===== src/rtl/pc_sequencer.sv =====
// pc_sequencer
// ------------
// Program counter and front-end control for the RISC-V pipeline. Holds the
// fetch PC, redirects it on jumps/taken branches resolved in EX, applies
// hazard stalls, and runs the halt sequence:
//   1. Accept HALT in ID.
//   2. Squash younger work.
//   3. Drain the pipe for DRAIN_CYC cycles.
//   4. Freeze until reset.
//
// Parameters
//   PC_W       PC width in bits; the PC wraps modulo 2^PC_W.
//   RESET_PC   PC value after reset (multiple of 4).
//   DRAIN_CYC  cycles spent draining before halted rises (1..15).
//
// Ports
//   clk           in   rising-edge clock
//   reset_n       in   asynchronous active-low reset
//   stall         in   hazard unit: hold PC and IF/ID
//   ex_redirect   in   EX resolved a jump or taken branch this cycle
//   ex_target     in   redirect target from EX
//   id_halt       in   instruction in ID is HALT
//   pc            out  current fetch address (registered)
//   fetch_en      out  imem fetch enable / IF/ID load enable (combinational)
//   flush_ifid    out  squash IF/ID at the next edge (combinational)
//   flush_idex    out  squash ID/EX at the next edge (combinational)
//   halted        out  core stopped; sticky until reset (registered)
//   misalign_err  out  sticky: a redirect target had bits [1:0] != 0

module pc_sequencer #(
  parameter int PC_W      = 9,
  parameter int RESET_PC  = 0,
  parameter int DRAIN_CYC = 3
) (
  input  logic            clk,
  input  logic            reset_n,
  input  logic            stall,
  input  logic            ex_redirect,
  input  logic [PC_W-1:0] ex_target,
  input  logic            id_halt,
  output logic [PC_W-1:0] pc,
  output logic            fetch_en,
  output logic            flush_ifid,
  output logic            flush_idex,
  output logic            halted,
  output logic            misalign_err
);

  localparam logic [1:0] ST_RUN    = 2'd0;
  localparam logic [1:0] ST_DRAIN  = 2'd1;
  localparam logic [1:0] ST_HALTED = 2'd2;

  localparam logic [3:0]      DRAIN_LOAD = 4'(DRAIN_CYC);
  localparam logic [PC_W-1:0] PC_RESET   = PC_W'(RESET_PC);
  localparam logic [PC_W-1:0] PC_STEP    = PC_W'(4);

  logic [1:0]      state_q, state_d;
  logic [PC_W-1:0] pc_q, pc_d;
  logic [3:0]      cnt_q, cnt_d;
  logic            halted_q, halted_d;
  logic            err_q, err_d;

  always_comb begin
    state_d    = state_q;
    pc_d       = pc_q;
    cnt_d      = cnt_q;
    halted_d   = halted_q;
    err_d      = err_q;
    fetch_en   = 1'b0;
    flush_ifid = 1'b0;
    flush_idex = 1'b0;

    case (state_q)
      ST_RUN: begin
        fetch_en = 1'b1;
        if (ex_redirect) begin
          // The redirect beats stall and a simultaneous HALT. A HALT in ID
          // that arrives with a redirect is on the wrong path, so it is
          // dropped together with the rest of IF/ID.
          pc_d       = {ex_target[PC_W-1:2], 2'b00};
          flush_ifid = 1'b1;
          flush_idex = 1'b1;
          if (ex_target[1:0] != 2'b00) begin
            err_d = 1'b1;
          end
        end else if (stall) begin
          // Hold everything. A HALT sitting in ID is not accepted until
          // the stall clears.
          fetch_en = 1'b0;
        end else if (id_halt) begin
          // Accept HALT. The PC stays on the HALT address, and the younger
          // instruction already fetched into IF/ID is squashed.
          flush_ifid = 1'b1;
          cnt_d      = DRAIN_LOAD;
          state_d    = ST_DRAIN;
        end else begin
          pc_d = pc_q + PC_STEP;
        end
      end

      ST_DRAIN: begin
        // Only HALT and older instructions remain in flight. Keep IF/ID
        // empty, leave ID/EX alone so the older work can retire, and ignore
        // every control input.
        flush_ifid = 1'b1;
        cnt_d      = cnt_q - 4'd1;
        // The "<=" also covers a counter loaded with 0, so a misconfigured
        // DRAIN_CYC cannot leave the FSM stuck in DRAIN.
        if (cnt_q <= 4'd1) begin
          state_d  = ST_HALTED;
          halted_d = 1'b1;
        end
      end

      ST_HALTED: begin
        // Frozen; only reset_n leaves this state.
      end

      default: begin
        state_d = ST_RUN;
      end
    endcase
  end

  always_ff @(posedge clk or negedge reset_n) begin
    if (!reset_n) begin
      state_q  <= ST_RUN;
      pc_q     <= PC_RESET;
      cnt_q    <= 4'd0;
      halted_q <= 1'b0;
      err_q    <= 1'b0;
    end else begin
      state_q  <= state_d;
      pc_q     <= pc_d;
      cnt_q    <= cnt_d;
      halted_q <= halted_d;
      err_q    <= err_d;
    end
  end

  assign pc           = pc_q;
  assign halted       = halted_q;
  assign misalign_err = err_q;

endmodule


===== config.mk =====
export PLATFORM = sky130hd
export DESIGN_NAME = pc_sequencer
export DESIGN_NICKNAME = d
export VERILOG_FILES = /design/src/rtl/pc_sequencer.sv
export SDC_FILE = /design/constraint.sdc
export NUM_CORES = 1
export LEC_CHECK = 0
export BUFFER_PORTS_ARGS = -buffer_cell sky130_fd_sc_hd__buf_4
export CELL_PAD_IN_SITES_DETAIL_PLACEMENT = 1
export CELL_PAD_IN_SITES_GLOBAL_PLACEMENT = 2
export CORE_AREA = 8 8 64 66
export CTS_CLUSTER_SIZE = 16
export DETAILED_ROUTE_END_ITERATION = 12
export DIE_AREA = 0 0 72 74
export GPL_ROUTABILITY_DRIVEN = 0
export GPL_TIMING_DRIVEN = 0
export PLACE_DENSITY = 0.86
export RECOVER_POWER = 25
export SETUP_SLACK_MARGIN = 0.3
export SYNTH_ARGS = -nofsm -noshare
export SYNTH_HDL_FRONTEND = slang
export SYNTH_SLANG_ARGS = --single-unit

===== constraint.sdc =====
create_clock -name clk -period 1.8 [get_ports clk]
set_input_delay 0 -clock clk [delete_from_list [all_inputs] [get_ports clk]]
set_output_delay 0 -clock clk [all_outputs]
set_load 0.005 [all_outputs]

==> results.toml <==
[run_status]
outcome = "finished, final reports clean"

[sta]
slew_viol_final = 0
timing.final.crit_share_pct = 77.6
hold_violations = 0
tightest_slew_ns = 0.858
setup_viol = 0
fin_tns_setup_ns = 0
slew_headroom_pct = 42.8
hold_ws_ns = 0.0143
finClkSkew_ns = 0.0139
max_clock_freq_ghz = 0.716
setup_ws_ns = 0.403
rsz0062_at_grt = "no"
min_period_ns = 1.40

[drt]
wl_mm = 2.40
route.detailed.drc = 0
routedWlPerCell_um = 13.6
via_per_inst = 4.60
ant_nets = 0
dr_total_vias = 809
first_iter_violations = 27
drt_first_pass_iters = 3

[placement]
dp_cells = 164
dp_hpwl_mm = 1.80
io_buffers = 25
dp_slack_ns = 0.408

[synthesis]
synth_most_common_cell = "dfrtp_1"
synth_edf_count = 0
seq_area_frac_synth_pct = 44.4
synth_top_area_share_pct = 44.4
syn-cell-area_um2 = 845
ys.flop_type = "dfrtp_1"
synth-seq-cells = 15
synth_top_area_cell = "dfrtp_1"
synthTopCellsByCount = "dfrtp_1 (15), nand2_1 (9), o21ai_0 (9)"
yosys.cell_types.count = 30
synthCells = 92
async_flop_share_pct = 100
synth_area_leaders = "dfrtp_1 (44%), o21ai_0 (5.3%), ha_1 (4.4%)"
yosysWarnings = 0
avgSynthCellArea_um2 = 9.18

[cts]
cts_buffer_depth = 2
numCtsBuffers = 3
clk_latency_ns = 0.29
htreeDepth = 1
cts_sinks = 15
clk_pin_slew_ns = 0.10
cts_tree = "yes"
cts_root_buf = "clkbuf_4"

[setup_path]
critPathMaxStageDelay_ns = 0.45
cpMostUsedCell = "and3_1"
critPathTopFamily = "simple AND/OR/NAND/NOR gates"
ff2ff_setup_slack_ns = 0.40
path_max_fanout = 6
path_buf_inv = 0
cpMaxStageDelayCell = "dfrtp_2"
path_cells = "ha_1 > and3_1 > and3_1 > nand4_1 > o311a_1"
crit_arrival_ns = 1.64
cp-end-kind = "flop"
worst_ep_required_time_ns = 2.04
path_class = "reg -> reg"
crit_path_start_kind = "flop"

[finish]
insertedDiodeCount = 0
syn2layout_area_growth_pct = 41.5
drive_above_1_share_pct = 28.5
fin_cells = 176
nNetsFinal = 148

[die]
start_util_pct = 26.6
die_h_um = 74
die_w_um = 72
pin_count = 28
rows = 21
die_area_um2 = 5330
core_area_um2 = 3180

[run]
drv_cap = 0

[grt]
grt_pass1_wl_mm = 4.01
grt_max_degree = 16
grt-ovfl-total = 0
grt_use_total_pct = 9.51
antenna_found_initial = 0
grt_pass1_vias = 862

[power_and_ir_drop]
p_leak_nw = 0.558
power-per-cell-area_nw_per_um2 = 509
vdd.ir_drop.worst_mv = 0.212

[worst_hold_path]
worstHoldPathType = "in -> reg"
==> tightest hold or removal path: stages <==
cell	delay [ns]
buf_4	0.08
a21oi_1	0.05
o211ai_1	0.15
==> where the power goes <==
part	leakage, nW	switching (mW)	internal, mW
sequential	0.196	0.000634	0.338
combinational	0.347	0.0306	0.0404
clock	0.0150	0.112	0.0861
total	0.558	0.143	0.465
==> cell usage in the layout, fill, tap and decap left out, types with 3 or more instances in the layout <==
cell	n
dfrtp_1	14
clkbuf_4	3
nand2b_1	4
ha_1	3
o21ai_0	9
buf_4	29
a21oi_1	3
nand3_1	4
nand2_1	9
o21bai_1	3
nor2_1	6
a22oi_1	3
inv_1	3
dlygate4sd3_1	7
nor3_1	3
==> per-layer routing <==
layer / up-vias / part of all wire [%] / global-route usage (%)
met5: - / 0 / 0
met2: 17 / 50 / 17.3
met4: 0 / 1.5 / 2.27
li1: 404 / - / -
met3: 4 / 8.0 / 4.45
met1: 384 / 40 / 9.66
==> cells by family (layout without fill, tap and decap cells) <==
kind of cell | after synthesis | after routing | share of synthesized area (%)
other cells | 1 | 2 | 0.444
fa+ha+maj | 3 | 3 | 4.44
mux | 2 | 2 | 2.37
flops | 15 | 15 | 44.4
compound gates | 27 | 27 | 20.9
simple gates | 35 | 35 | 20.7
buf+inv | 9 | 46 | 6.67
==> registers in the layout, summed over array words and instances (netlist names) <==
name	cells
misalign_err	1
state_q	2
pc	7
cnt_q	4
halted	1
==> worst paths after layout <==
| path | from | end | cells after the start |
|---|---|---|---|
| setup / recovery | pc[2] | pc[8] | 5 |
| hold / removal | ex_target[7] | pc[7] | 3 |
| hold reg to reg | halted | halted | 1 |
| min in group asynchronous | reset_n | pc[6] | 2 |
| max in group asynchronous | reset_n | pc[2] | 2 |
| setup reg to reg | pc[2] | pc[8] | 5 |
==> timing repair <==
item                                    CTS  global route
endpoints found under the setup margin    0             1
endpoints found under the hold margin    20             0
hold buffers                              7             0
setup buffers                             0             1
resized for setup                         0             1
==> per-stage QoR <==
stage,cell area [um^2],total power [mW],utilization [%]
global route,1190,0.644,37.6
finish,1190,0.608,37.6
CTS,1190,0.622,37.4
detailed placement,1090,0.406,34.4
global placement,1090,0.405,34.4
floorplan,848,0.368,-
==> layout make-up <==
cell class	count	area (um^2)
Multi-Input combinational cell	69	417
Timing Repair Buffer	33	262
Inverter	4	15.0
Buffer	5	41.3
Tap cell	46	57.6
Sequential cell	15	377
Fill cell	385	1980
Clock buffer	4	26.3
Note: power is estimated with default switching activity, not from simulation.
